## config.mk

```make
export PLATFORM = sky130hd
export DESIGN_NAME = stream_arb_mux_flat
export DESIGN_NICKNAME = d
export VERILOG_FILES = /design/src/rtl/stream_arb_mux_pkg.sv /design/src/rtl/stream_arb_mux_if.sv /design/src/rtl/stream_arb_mux_rr_arbiter.sv /design/src/rtl/stream_arb_mux.sv /design/src/flat_wrapper.sv
export SDC_FILE = /design/constraint.sdc
export NUM_CORES = 1
export LEC_CHECK = 0
export CORE_MARGIN = 2
export CORE_UTILIZATION = 40
export CTS_CLUSTER_DIAMETER = 50
export CTS_CLUSTER_SIZE = 40
export DETAILED_ROUTE_END_ITERATION = 10
export PLACE_DENSITY = 0.73
export SLEW_MARGIN = 20
export SYNTH_ARGS = -nofsm -noshare
export SYNTH_HDL_FRONTEND = slang
export SYNTH_SLANG_ARGS = --single-unit
```

## constraint.sdc

```tcl
create_clock -name clk -period 5.55 [get_ports clk]
set_input_delay 1.11 -clock clk [delete_from_list [all_inputs] [get_ports clk]]
set_output_delay 1.11 -clock clk [all_outputs]
set_load 0.02 [all_outputs]
```

## src/rtl/stream_arb_mux_pkg.sv

```systemverilog
// Shared types and elaboration helpers for the stream arbiter mux.
package stream_arb_mux_pkg;

  typedef enum logic {
    PRIO_RR    = 1'b0,
    PRIO_FIXED = 1'b1
  } prio_mode_e;

  function automatic int clog2(input int n);
    int r;
    r = 0;
    for (int i = 0; i < 31; i++)
      if ((1 << i) < n) r = i + 1;
    return r;
  endfunction

  // Index width never collapses to zero, even for a degenerate channel count.
  function automatic int sel_w(input int n);
    return (clog2(n) < 1) ? 1 : clog2(n);
  endfunction

endpackage

```

## src/rtl/stream_arb_mux_if.sv

```systemverilog
// Producer-side and consumer-side handshake bundle for stream_arb_mux.
interface stream_arb_mux_if #(
  parameter int NUM_CH = 4,
  parameter int DATA_W = 8
);
  localparam int SEL_W = stream_arb_mux_pkg::sel_w(NUM_CH);

  logic [NUM_CH-1:0]        in_valid;
  logic [NUM_CH*DATA_W-1:0] in_data;
  logic [NUM_CH-1:0]        in_last;
  logic [NUM_CH-1:0]        in_ready;
  logic                     out_valid;
  logic [DATA_W-1:0]        out_data;
  logic [SEL_W-1:0]         out_sel;
  logic                     out_last;
  logic                     out_ready;

  modport slave (
    input  in_valid, in_data, in_last, out_ready,
    output in_ready, out_valid, out_data, out_sel, out_last
  );

  modport master (
    output in_valid, in_data, in_last, out_ready,
    input  in_ready, out_valid, out_data, out_sel, out_last
  );
endinterface

```

## src/rtl/stream_arb_mux_rr_arbiter.sv

```systemverilog
// Combinational channel picker: packet lock, then fixed priority or round-robin from ptr.
module rr_arbiter
  import stream_arb_mux_pkg::*;
#(
  parameter  int NUM_CH = 4,
  localparam int SEL_W  = sel_w(NUM_CH)
) (
  input  logic [NUM_CH-1:0] req,
  input  logic [SEL_W-1:0]  ptr,
  input  prio_mode_e        mode,
  input  logic              lock,
  input  logic [SEL_W-1:0]  lock_ch,
  output logic [NUM_CH-1:0] grant,
  output logic [SEL_W-1:0]  gidx
);
  localparam int IW = SEL_W + 1;

  logic          found;
  logic [IW-1:0] idx;

  always_comb begin
    grant = '0;
    gidx  = '0;
    found = 1'b0;
    idx   = '0;
    if (lock) begin
      if (req[lock_ch]) begin
        grant[lock_ch] = 1'b1;
        gidx           = lock_ch;
      end
    end else if (mode == PRIO_FIXED) begin
      for (int i = 0; i < NUM_CH; i++) begin
        if (!found && req[i]) begin
          found    = 1'b1;
          grant[i] = 1'b1;
          gidx     = SEL_W'(i);
        end
      end
    end else begin
      // Walk ptr, ptr+1, ... wrapping at NUM_CH; first requester wins.
      for (int k = 0; k < NUM_CH; k++) begin
        idx = {1'b0, ptr} + IW'(k);
        if (idx >= IW'(NUM_CH)) idx = idx - IW'(NUM_CH);
        if (!found && req[idx[SEL_W-1:0]]) begin
          found                  = 1'b1;
          grant[idx[SEL_W-1:0]]  = 1'b1;
          gidx                   = idx[SEL_W-1:0];
        end
      end
    end
  end
endmodule

```

## src/rtl/stream_arb_mux.sv

```systemverilog
// N-channel valid/ready stream mux with internal arbitration and a one-deep output register.
// Define STREAM_ARB_MUX_PKT_LOCK_EN to hold the grant on one channel until its in_last beat.
module stream_arb_mux
  import stream_arb_mux_pkg::*;
#(
  parameter  int NUM_CH = 4,
  parameter  int DATA_W = 8,
  localparam int SEL_W  = sel_w(NUM_CH)
) (
  input  logic              clk,
  input  logic              rst_n,
  input  logic              prio_mode,
  stream_arb_mux_if.slave   bus
);
  logic              out_valid_q, out_valid_d;
  logic [DATA_W-1:0] out_data_q,  out_data_d;
  logic [SEL_W-1:0]  out_sel_q,   out_sel_d;
  logic              out_last_q,  out_last_d;
  logic [SEL_W-1:0]  ptr_q,       ptr_d;

  logic              load, xfer, lock, beat_last;
  logic [SEL_W-1:0]  lock_ch, gidx;
  logic [NUM_CH-1:0] grant;
  logic [DATA_W-1:0] beat_data;
  prio_mode_e        mode_eff;

`ifdef STREAM_ARB_MUX_PKT_LOCK_EN
  logic              lock_q,      lock_d;
  logic [SEL_W-1:0]  lock_ch_q,   lock_ch_d;
  prio_mode_e        lock_mode_q, lock_mode_d;

  // Mode seen at lock time stays in force until the packet ends.
  assign lock     = lock_q;
  assign lock_ch  = lock_ch_q;
  assign mode_eff = lock_q ? lock_mode_q : prio_mode_e'(prio_mode);
`else
  assign lock     = 1'b0;
  assign lock_ch  = '0;
  assign mode_eff = prio_mode_e'(prio_mode);
`endif

  rr_arbiter #(.NUM_CH(NUM_CH)) u_arb (
    .req     (bus.in_valid),
    .ptr     (ptr_q),
    .mode    (mode_eff),
    .lock    (lock),
    .lock_ch (lock_ch),
    .grant   (grant),
    .gidx    (gidx)
  );

  assign load         = ~out_valid_q | bus.out_ready;
  assign xfer         = rst_n & load & (|grant);
  assign bus.in_ready = rst_n ? (grant & {NUM_CH{load}}) : '0;

  always_comb begin
    beat_data = '0;
    for (int i = 0; i < NUM_CH; i++)
      if (grant[i]) beat_data = bus.in_data[i*DATA_W +: DATA_W];
  end
  assign beat_last = |(bus.in_last & grant);

  always_comb begin
    out_valid_d = out_valid_q;
    out_data_d  = out_data_q;
    out_sel_d   = out_sel_q;
    out_last_d  = out_last_q;
    ptr_d       = ptr_q;
    if (load) begin
      out_valid_d = xfer;
      if (xfer) begin
        out_data_d = beat_data;
        out_sel_d  = gidx;
        out_last_d = beat_last;
      end
    end
    if (xfer && mode_eff == PRIO_RR)
      ptr_d = (gidx == SEL_W'(NUM_CH - 1)) ? '0 : gidx + SEL_W'(1);
  end

`ifdef STREAM_ARB_MUX_PKT_LOCK_EN
  always_comb begin
    lock_d      = lock_q;
    lock_ch_d   = lock_ch_q;
    lock_mode_d = lock_mode_q;
    if (xfer) begin
      lock_d    = ~beat_last;
      lock_ch_d = gidx;
      if (!lock_q) lock_mode_d = prio_mode_e'(prio_mode);
    end
  end
`endif

  always_ff @(posedge clk or negedge rst_n) begin
    if (!rst_n) begin
      out_valid_q <= 1'b0;
      out_data_q  <= '0;
      out_sel_q   <= '0;
      out_last_q  <= 1'b0;
      ptr_q       <= '0;
`ifdef STREAM_ARB_MUX_PKT_LOCK_EN
      lock_q      <= 1'b0;
      lock_ch_q   <= '0;
      lock_mode_q <= PRIO_RR;
`endif
    end else begin
      out_valid_q <= out_valid_d;
      out_data_q  <= out_data_d;
      out_sel_q   <= out_sel_d;
      out_last_q  <= out_last_d;
      ptr_q       <= ptr_d;
`ifdef STREAM_ARB_MUX_PKT_LOCK_EN
      lock_q      <= lock_d;
      lock_ch_q   <= lock_ch_d;
      lock_mode_q <= lock_mode_d;
`endif
    end
  end

  assign bus.out_valid = out_valid_q;
  assign bus.out_data  = out_data_q;
  assign bus.out_sel   = out_sel_q;
  assign bus.out_last  = out_last_q;
endmodule

```

## src/flat_wrapper.sv

```systemverilog
// flat-port wrapper written by rule: the top's interface ports become plain ports
module stream_arb_mux_flat import stream_arb_mux_pkg::*;
#(
  parameter  int NUM_CH = 4,
  parameter  int DATA_W = 8,
  localparam int SEL_W  = sel_w(NUM_CH)
)
  (clk, rst_n, prio_mode, bus_in_valid, bus_in_data, bus_in_last, bus_out_ready, bus_in_ready, bus_out_valid, bus_out_data, bus_out_sel, bus_out_last);
  stream_arb_mux_if #(.NUM_CH(NUM_CH), .DATA_W(DATA_W)) bus_i ();
  input  logic clk;
  input  logic rst_n;
  input  logic prio_mode;
  input wire logic [$bits(bus_i.in_valid)-1:0] bus_in_valid;
  input wire logic [$bits(bus_i.in_data)-1:0] bus_in_data;
  input wire logic [$bits(bus_i.in_last)-1:0] bus_in_last;
  input wire logic [$bits(bus_i.out_ready)-1:0] bus_out_ready;
  output wire logic [$bits(bus_i.in_ready)-1:0] bus_in_ready;
  output wire logic [$bits(bus_i.out_valid)-1:0] bus_out_valid;
  output wire logic [$bits(bus_i.out_data)-1:0] bus_out_data;
  output wire logic [$bits(bus_i.out_sel)-1:0] bus_out_sel;
  output wire logic [$bits(bus_i.out_last)-1:0] bus_out_last;
  assign bus_i.in_valid = bus_in_valid;
  assign bus_i.in_data = bus_in_data;
  assign bus_i.in_last = bus_in_last;
  assign bus_i.out_ready = bus_out_ready;
  assign bus_in_ready = bus_i.in_ready;
  assign bus_out_valid = bus_i.out_valid;
  assign bus_out_data = bus_i.out_data;
  assign bus_out_sel = bus_i.out_sel;
  assign bus_out_last = bus_i.out_last;
  stream_arb_mux #(.NUM_CH(NUM_CH), .DATA_W(DATA_W)) u_core (.clk(clk), .rst_n(rst_n), .prio_mode(prio_mode), .bus(bus_i));
endmodule
```

==> reports/metrics.yaml, run 1 <==
portBuffers: 59
power.leakage_nw: 0.913
route.detailed.drc: 0
cts-htree-levels: 1
ys_warn_count: 0
finalClockSkew_ps: 2.23
grt_pass1_vias: 1478
ioPinCount: 60
drive_above_1_share_pct: 10.7
slew_headroom_pct: 56.5
rr_startpoint: "u_core.ptr_q[1]"
ys_types: 50
drt_iter0_drc: 203
hold_violations: 0
diodes: 0
grtUsageTotal_pct: 20.8
tightest_slew_ps: 650
insertion_delay_ps: 240
cts.repair.resized: 0
regArea_um2: 350
finalSetupViolations: 0
multi_input_area_mm2: 0.00101
coreArea_mm2: 0.00361
syn_inst: 170
status: "finished clean"
vias_per_cell: 5.56
cts_tree: "done"
holdBufCountCts: 0
grt_max_degree: 17
antenna_found_initial: 0
grt_overflow: 0
vdd_ir_drop_max_mv: 0.255
numClockSinks: 14
critPathCaptureType: "output port"
worstHoldPathCells: 2
fin_crit_sh_pct: 91.8
place.gp.congestion: 0.938
synth.cell_area_mm2: 0.00148
rows: 22
r2r_end: "u_core.ptr_q[1]"
grt_first_pass_wirelength_um: 6870
r2r_setup_slack_ps: 1770
synth_edf_count: 0
area_delta_synth_final_pct: 45.8
cts_root_buffer: "clkbuf_8"
crit_type: "primary input to output port"
syn_area_per_cell_um2: 8.68
initial_core_util_pct: 40.9
critPathArrivalTime_ps: 3990
synth.yosys.seq_area_share_pct: 23.7
die_area_mm2: 0.00419
syn_nets: 220
grt_setup_unrepaired: "no"
worstHoldEndpoint: "u_core.bus.out_data[5]"
dpl.hpwl_um: 3240
postCtsSetupBuffers: 0
mostFrequentLayoutCells: "clkdlybuf4s50_1, nor2_1, nand2_1, dfrtp_1"
utilization_pct: 59.7
ys.flop_type: "dfrtp_1"
die_x_um: 64.8
drtPass1Iterations: 4
maxCapViolCount: 0
power_density_mw_per_mm2: 438
fill_cells: 331
period_needed_ps: 5100
required_ps: 4440
layout_commonest_cell: "clkdlybuf4s50_1"
slew_violations: 0
startpoint_type: "primary input"
clock_path_buffers: 2
crit_fanout: 12
route.vias.total: 1517
drt_wl_total_um: 4120
cts_buffers: 3
wl_per_cell_um: 15.1
ant_nets: 0
nets: 276
fp.dieH_um: 64.8
async_reset_ff_share_pct: 100
synth_seq_cells: 14
min-delay-start: "u_core.bus.out_data[5]"
ff2ff_path_depth: 9
clk_pin_slew_ps: 60
hold_class: "flip-flop to flip-flop"
timing.fmax_mhz: 196
fin_setup_tns_ps: 0
## worst max-delay path, stage by stage
cell and delay (ps):
clkdlybuf4s50_1 670, or3b_4 440, a2111oi_4 440, o31ai_1 200, a32o_1 390, nor2_1 130
clkdlybuf4s50_1 610
## metrics by stage
| stage | power (mW) | worst slack [ps] | hold WS, ps | area (um^2) | cells |
|---|---|---|---|---|---|
| detailed placement | 0.845 | 480 | 470 | 2100 | 269 |
| global placement | 0.841 | 463 | 460 | 2100 | 269 |
| floorplan | 0.637 | 1530 | 584 | 1480 | 170 |
| finish | 0.943 | 454 | 481 | 2150 | 273 |
| CTS | 0.950 | 464 | 487 | 2150 | 273 |
| global route | 1.02 | 317 | 515 | 2150 | 273 |
## sequential cells by signal, indices dropped and copies added, names as in the netlist
signal	cells
u_core.bus.out_last	1
u_core.ptr_q	2
u_core.bus.out_valid	1
u_core.bus.out_sel	2
u_core.bus.out_data	8
## layout make-up
| cell class | count | area share [%] |
|---|---|---|
| flip-flops and latches | 14 | 16.3 |
| multi-input cells | 131 | 46.9 |
| clock buffers | 4 | 2.56 |
| inverters | 11 | 1.92 |
| well taps | 48 | 2.79 |
| repair buffers | 65 | 29.5 |
## cells by family after synthesis
logic type               synth area share (%)
multiplexers                             6.78
AO/OA/AOI/OAI                            36.0
AND/OR/NAND/NOR                          19.8
adder cells (fa/ha/maj)                  5.08
buffers and inverters                    8.56
flip-flops                               23.7
## metal layers
metal,up-vias,global-route usage (%),routed length (um)
li1,754,-,-
met3,4,5.03,313
met4,0,6.38,29
met1,704,25.5,1760
met5,-,0,0
met2,55,36.0,2010
## synthesized netlist by cell type (2+ instances only)
cell type / number / area (um^2)
a211o_1: 2 / 17.5
a211oi_1: 9 / 67.6
a21o_1: 10 / 75.1
a21oi_1: 9 / 45.0
a221o_1: 2 / 20.0
a22oi_1: 2 / 15.0
and3_1: 9 / 56.3
buf_2: 5 / 25.0
buf_4: 2 / 15.0
clkbuf_1: 5 / 18.8
dfrtp_1: 14 / 350
ha_1: 6 / 75.1
inv_1: 11 / 41.3
mux2_1: 2 / 22.5
mux2_2: 2 / 22.5
mux4_2: 2 / 45.0
nand2_1: 14 / 52.6
nand2b_1: 2 / 12.5
nand3_1: 4 / 20.0
nand3b_1: 2 / 15.0
nor2_1: 14 / 52.6
o21ai_0: 3 / 15.0
o311ai_0: 2 / 17.5
o31ai_1: 11 / 82.6
## where the power goes
part           switching, mW  total [mW]  internal (mW)  leakage [nW]
combinational          0.362       0.660          0.297         0.713
clock                 0.0357      0.0985         0.0628        0.0288
sequential            0.0347       0.184          0.150         0.172
total                  0.433       0.943          0.510         0.913
## worst max path at each step
stage                     slack [ps]  cells after the start               to            start
after global placement           460                      7  bus_in_ready[3]  bus_in_valid[3]
after global routing             320                      7  bus_in_ready[3]  bus_in_valid[3]
after detailed placement         480                      7  bus_in_ready[2]  bus_in_valid[0]
after CTS                        460                      7  bus_in_ready[3]  bus_in_valid[3]
final                            450                      7  bus_in_ready[3]  bus_in_valid[3]
after floorplan                 1530                     10  bus_in_ready[2]  u_core.ptr_q[0]
(Power assumes the default switching activity.)
==> inputs of run 2 (changes only) <==
CORE_MARGIN = 5   (was 2)
==> reports/metrics.yaml, run 2 (same netlist as run 1, synthesis figures left out) <==
status: "finished clean"
clock_path_buffers: 2  # unchanged
required_ps: 4440  # about the same
drt_wl_total_um: 4310  # +4.7%
initial_core_util_pct: 40.9  # unchanged
met3WireLength_um: 489  # +56%
ant_nets: 0  # unchanged
min-delay-start: "u_core.bus.out_data[7]"
die_area_mm2: 0.00501  # +19%
layout_commonest_cell: "clkdlybuf4s50_1"
critPathTopFamily: "buffers and inverters"
power.leakage_nw: 0.913  # unchanged
grt_pass1_vias: 1488  # +0.68%
route.detailed.drc: 0  # unchanged
wl_met1_um: 1750  # -0.63%
maxCapViolCount: 0  # unchanged
crit_start: "bus_in_valid[1]"
tightest_slew_ps: 638  # -12.0 ps
holdBufCountCts: 0  # unchanged
wl_per_cell_um: 15.8  # +4.7%
grtUsageTotal_pct: 17.1  # -3.7 points
cpMaxStageDelayCell: "mux4_2"
critPathMaxStageDelay_ps: 640  # -30 ps
drt_iter0_drc: 157  # -23%
insertion_delay_ps: 240  # about the same
vias_per_cell: 5.63  # +1.4%
cts-htree-levels: 1  # unchanged
grt_setup_unrepaired: "no"
rr_startpoint: "u_core.ptr_q[1]"
crit_chain: "clkdlybuf4s50_1 -> mux4_2 -> a211o_1 -> a221o_1 -> and3_1 -> nor2_1 -> clkdlybuf4s50_1"
nets: 276  # unchanged
vdd_ir_drop_max_mv: 0.295  # +16%
worst-path-buf-inv: 2  # unchanged
cts_root_buffer: "clkbuf_8"
route.vias.total: 1538  # +1.4%
multi_input_area_mm2: 0.00101  # unchanged
crit_top_cell: "clkdlybuf4s50_1"
dpl.hpwl_um: 3410  # +5.3%
period_needed_ps: 5110  # +17.2 ps
regArea_um2: 350  # unchanged
coreArea_mm2: 0.00361  # unchanged
clk_pin_slew_ps: 60  # about the same
drtPass1Iterations: 4  # unchanged
rows: 22  # unchanged
largest_reg_flops: 8  # unchanged
area_delta_synth_final_pct: 45.8  # unchanged
grt_overflow: 0  # unchanged
crit_fanout: 13  # +1
finalClockSkew_ps: 1.34  # -0.897 ps
highest-signal-layer: "met4"
critPathCaptureType: "output port"
cts_tree: "done"
timing.fmax_mhz: 196  # -0.34%
cts_buffers: 3  # unchanged
fin_crit_sh_pct: 92.1  # +0.31 points
dr_wl_met2_um: 2050  # +1.6%
grt_max_degree: 17  # unchanged
critPathArrivalTime_ps: 4000  # about the same
fp.dieH_um: 70.8  # +9.3%
die_x_um: 70.8  # +9.3%
grt_first_pass_wirelength_um: 7090  # +3.2%
place.gp.congestion: 0.921  # -1.7%
hold_violations: 0  # unchanged
slew_headroom_pct: 57.3  # +0.80 points
mostFrequentLayoutCells: "clkdlybuf4s50_1, nor2_1, nand2_1, dfrtp_1"
hold_class: "flip-flop to flip-flop"
cts.repair.resized: 0  # unchanged
antenna_found_initial: 0  # unchanged
drive_above_1_share_pct: 10.7  # unchanged
crit_type: "primary input to output port"
numClockSinks: 14  # unchanged
fin_setup_tns_ps: 0  # unchanged
fill_cells: 340  # +2.7%
power_density_mw_per_mm2: 440  # +0.50%
utilization_pct: 59.7  # unchanged
slew_violations: 0  # unchanged
diodes: 0  # unchanged
ioPinCount: 60  # unchanged
startpoint_type: "primary input"
postCtsSetupBuffers: 0  # unchanged
portBuffers: 59  # unchanged
finalSetupViolations: 0  # unchanged
[run 2: cell counts in the layout (fill, tap and decap cells not counted)]
No cell type changed its count.
[run 2: worst register-to-register path, stage by stage (launching register included)]
cell     delay, ps
dfrtp_1        520
inv_1          110
ha_1           520
mux4_2         640
a21oi_1        180
a221o_1        180
nand3_1        380
o41ai_4        680
buf_4          310
nand2_1         80
o31ai_1         70
[run 2: area by class of cell]
| cell class | count | share of cell area (%) |
|---|---|---|
| sequential | 14 | 16.3 |
| clock buffer | 4 | 2.56 |
| inverter | 11 | 1.92 |
| tap | 48 | 2.79 |
| multi-input combinational | 131 | 46.9 |
| timing repair buffer | 65 | 29.5 |
[run 2: report_power, final]
part | total (mW) | leakage, nW | switching, mW | internal (mW)
Sequential | 0.184 | 0.172 | 0.0339 | 0.150
Clock | 0.0976 | 0.0288 | 0.0349 | 0.0627
Combinational | 0.666 | 0.713 | 0.368 | 0.298
[run 2: through the flow]
step | power, mW | setup WS [ps] | hold WS [ps] | std cells | cell area [um^2]
after floorplan | 0.637 | 1530 | 584 | 170 | 1480
after global placement | 0.843 | 495 | 459 | 269 | 2100
after detailed placement | 0.849 | 474 | 472 | 269 | 2100
after CTS | 0.949 | 453 | 492 | 273 | 2150
after global routing | 1.02 | 255 | 523 | 273 | 2150
final | 0.947 | 437 | 487 | 273 | 2150
[run 2: final timing paths]
path	to	slack, ps	cells after the start
worst max-delay path	bus_in_ready[2]	440	7
worst min-delay path	u_core.bus.out_data[7]	490	2
worst max register to register	u_core.bus.out_data[1]	1780	10
worst min register to register	u_core.bus.out_data[7]	490	2
max in group asynchronous	u_core.bus.out_data[1]	4200	2
min in group asynchronous	u_core.bus.out_valid	1180	2
[run 2: routing by layer]
layer  vias up  GRT usage, %
met4         0          1.88
met5         -             0
met1       703          22.2
met3         4          6.53
met2        75          28.0
li1        756             -
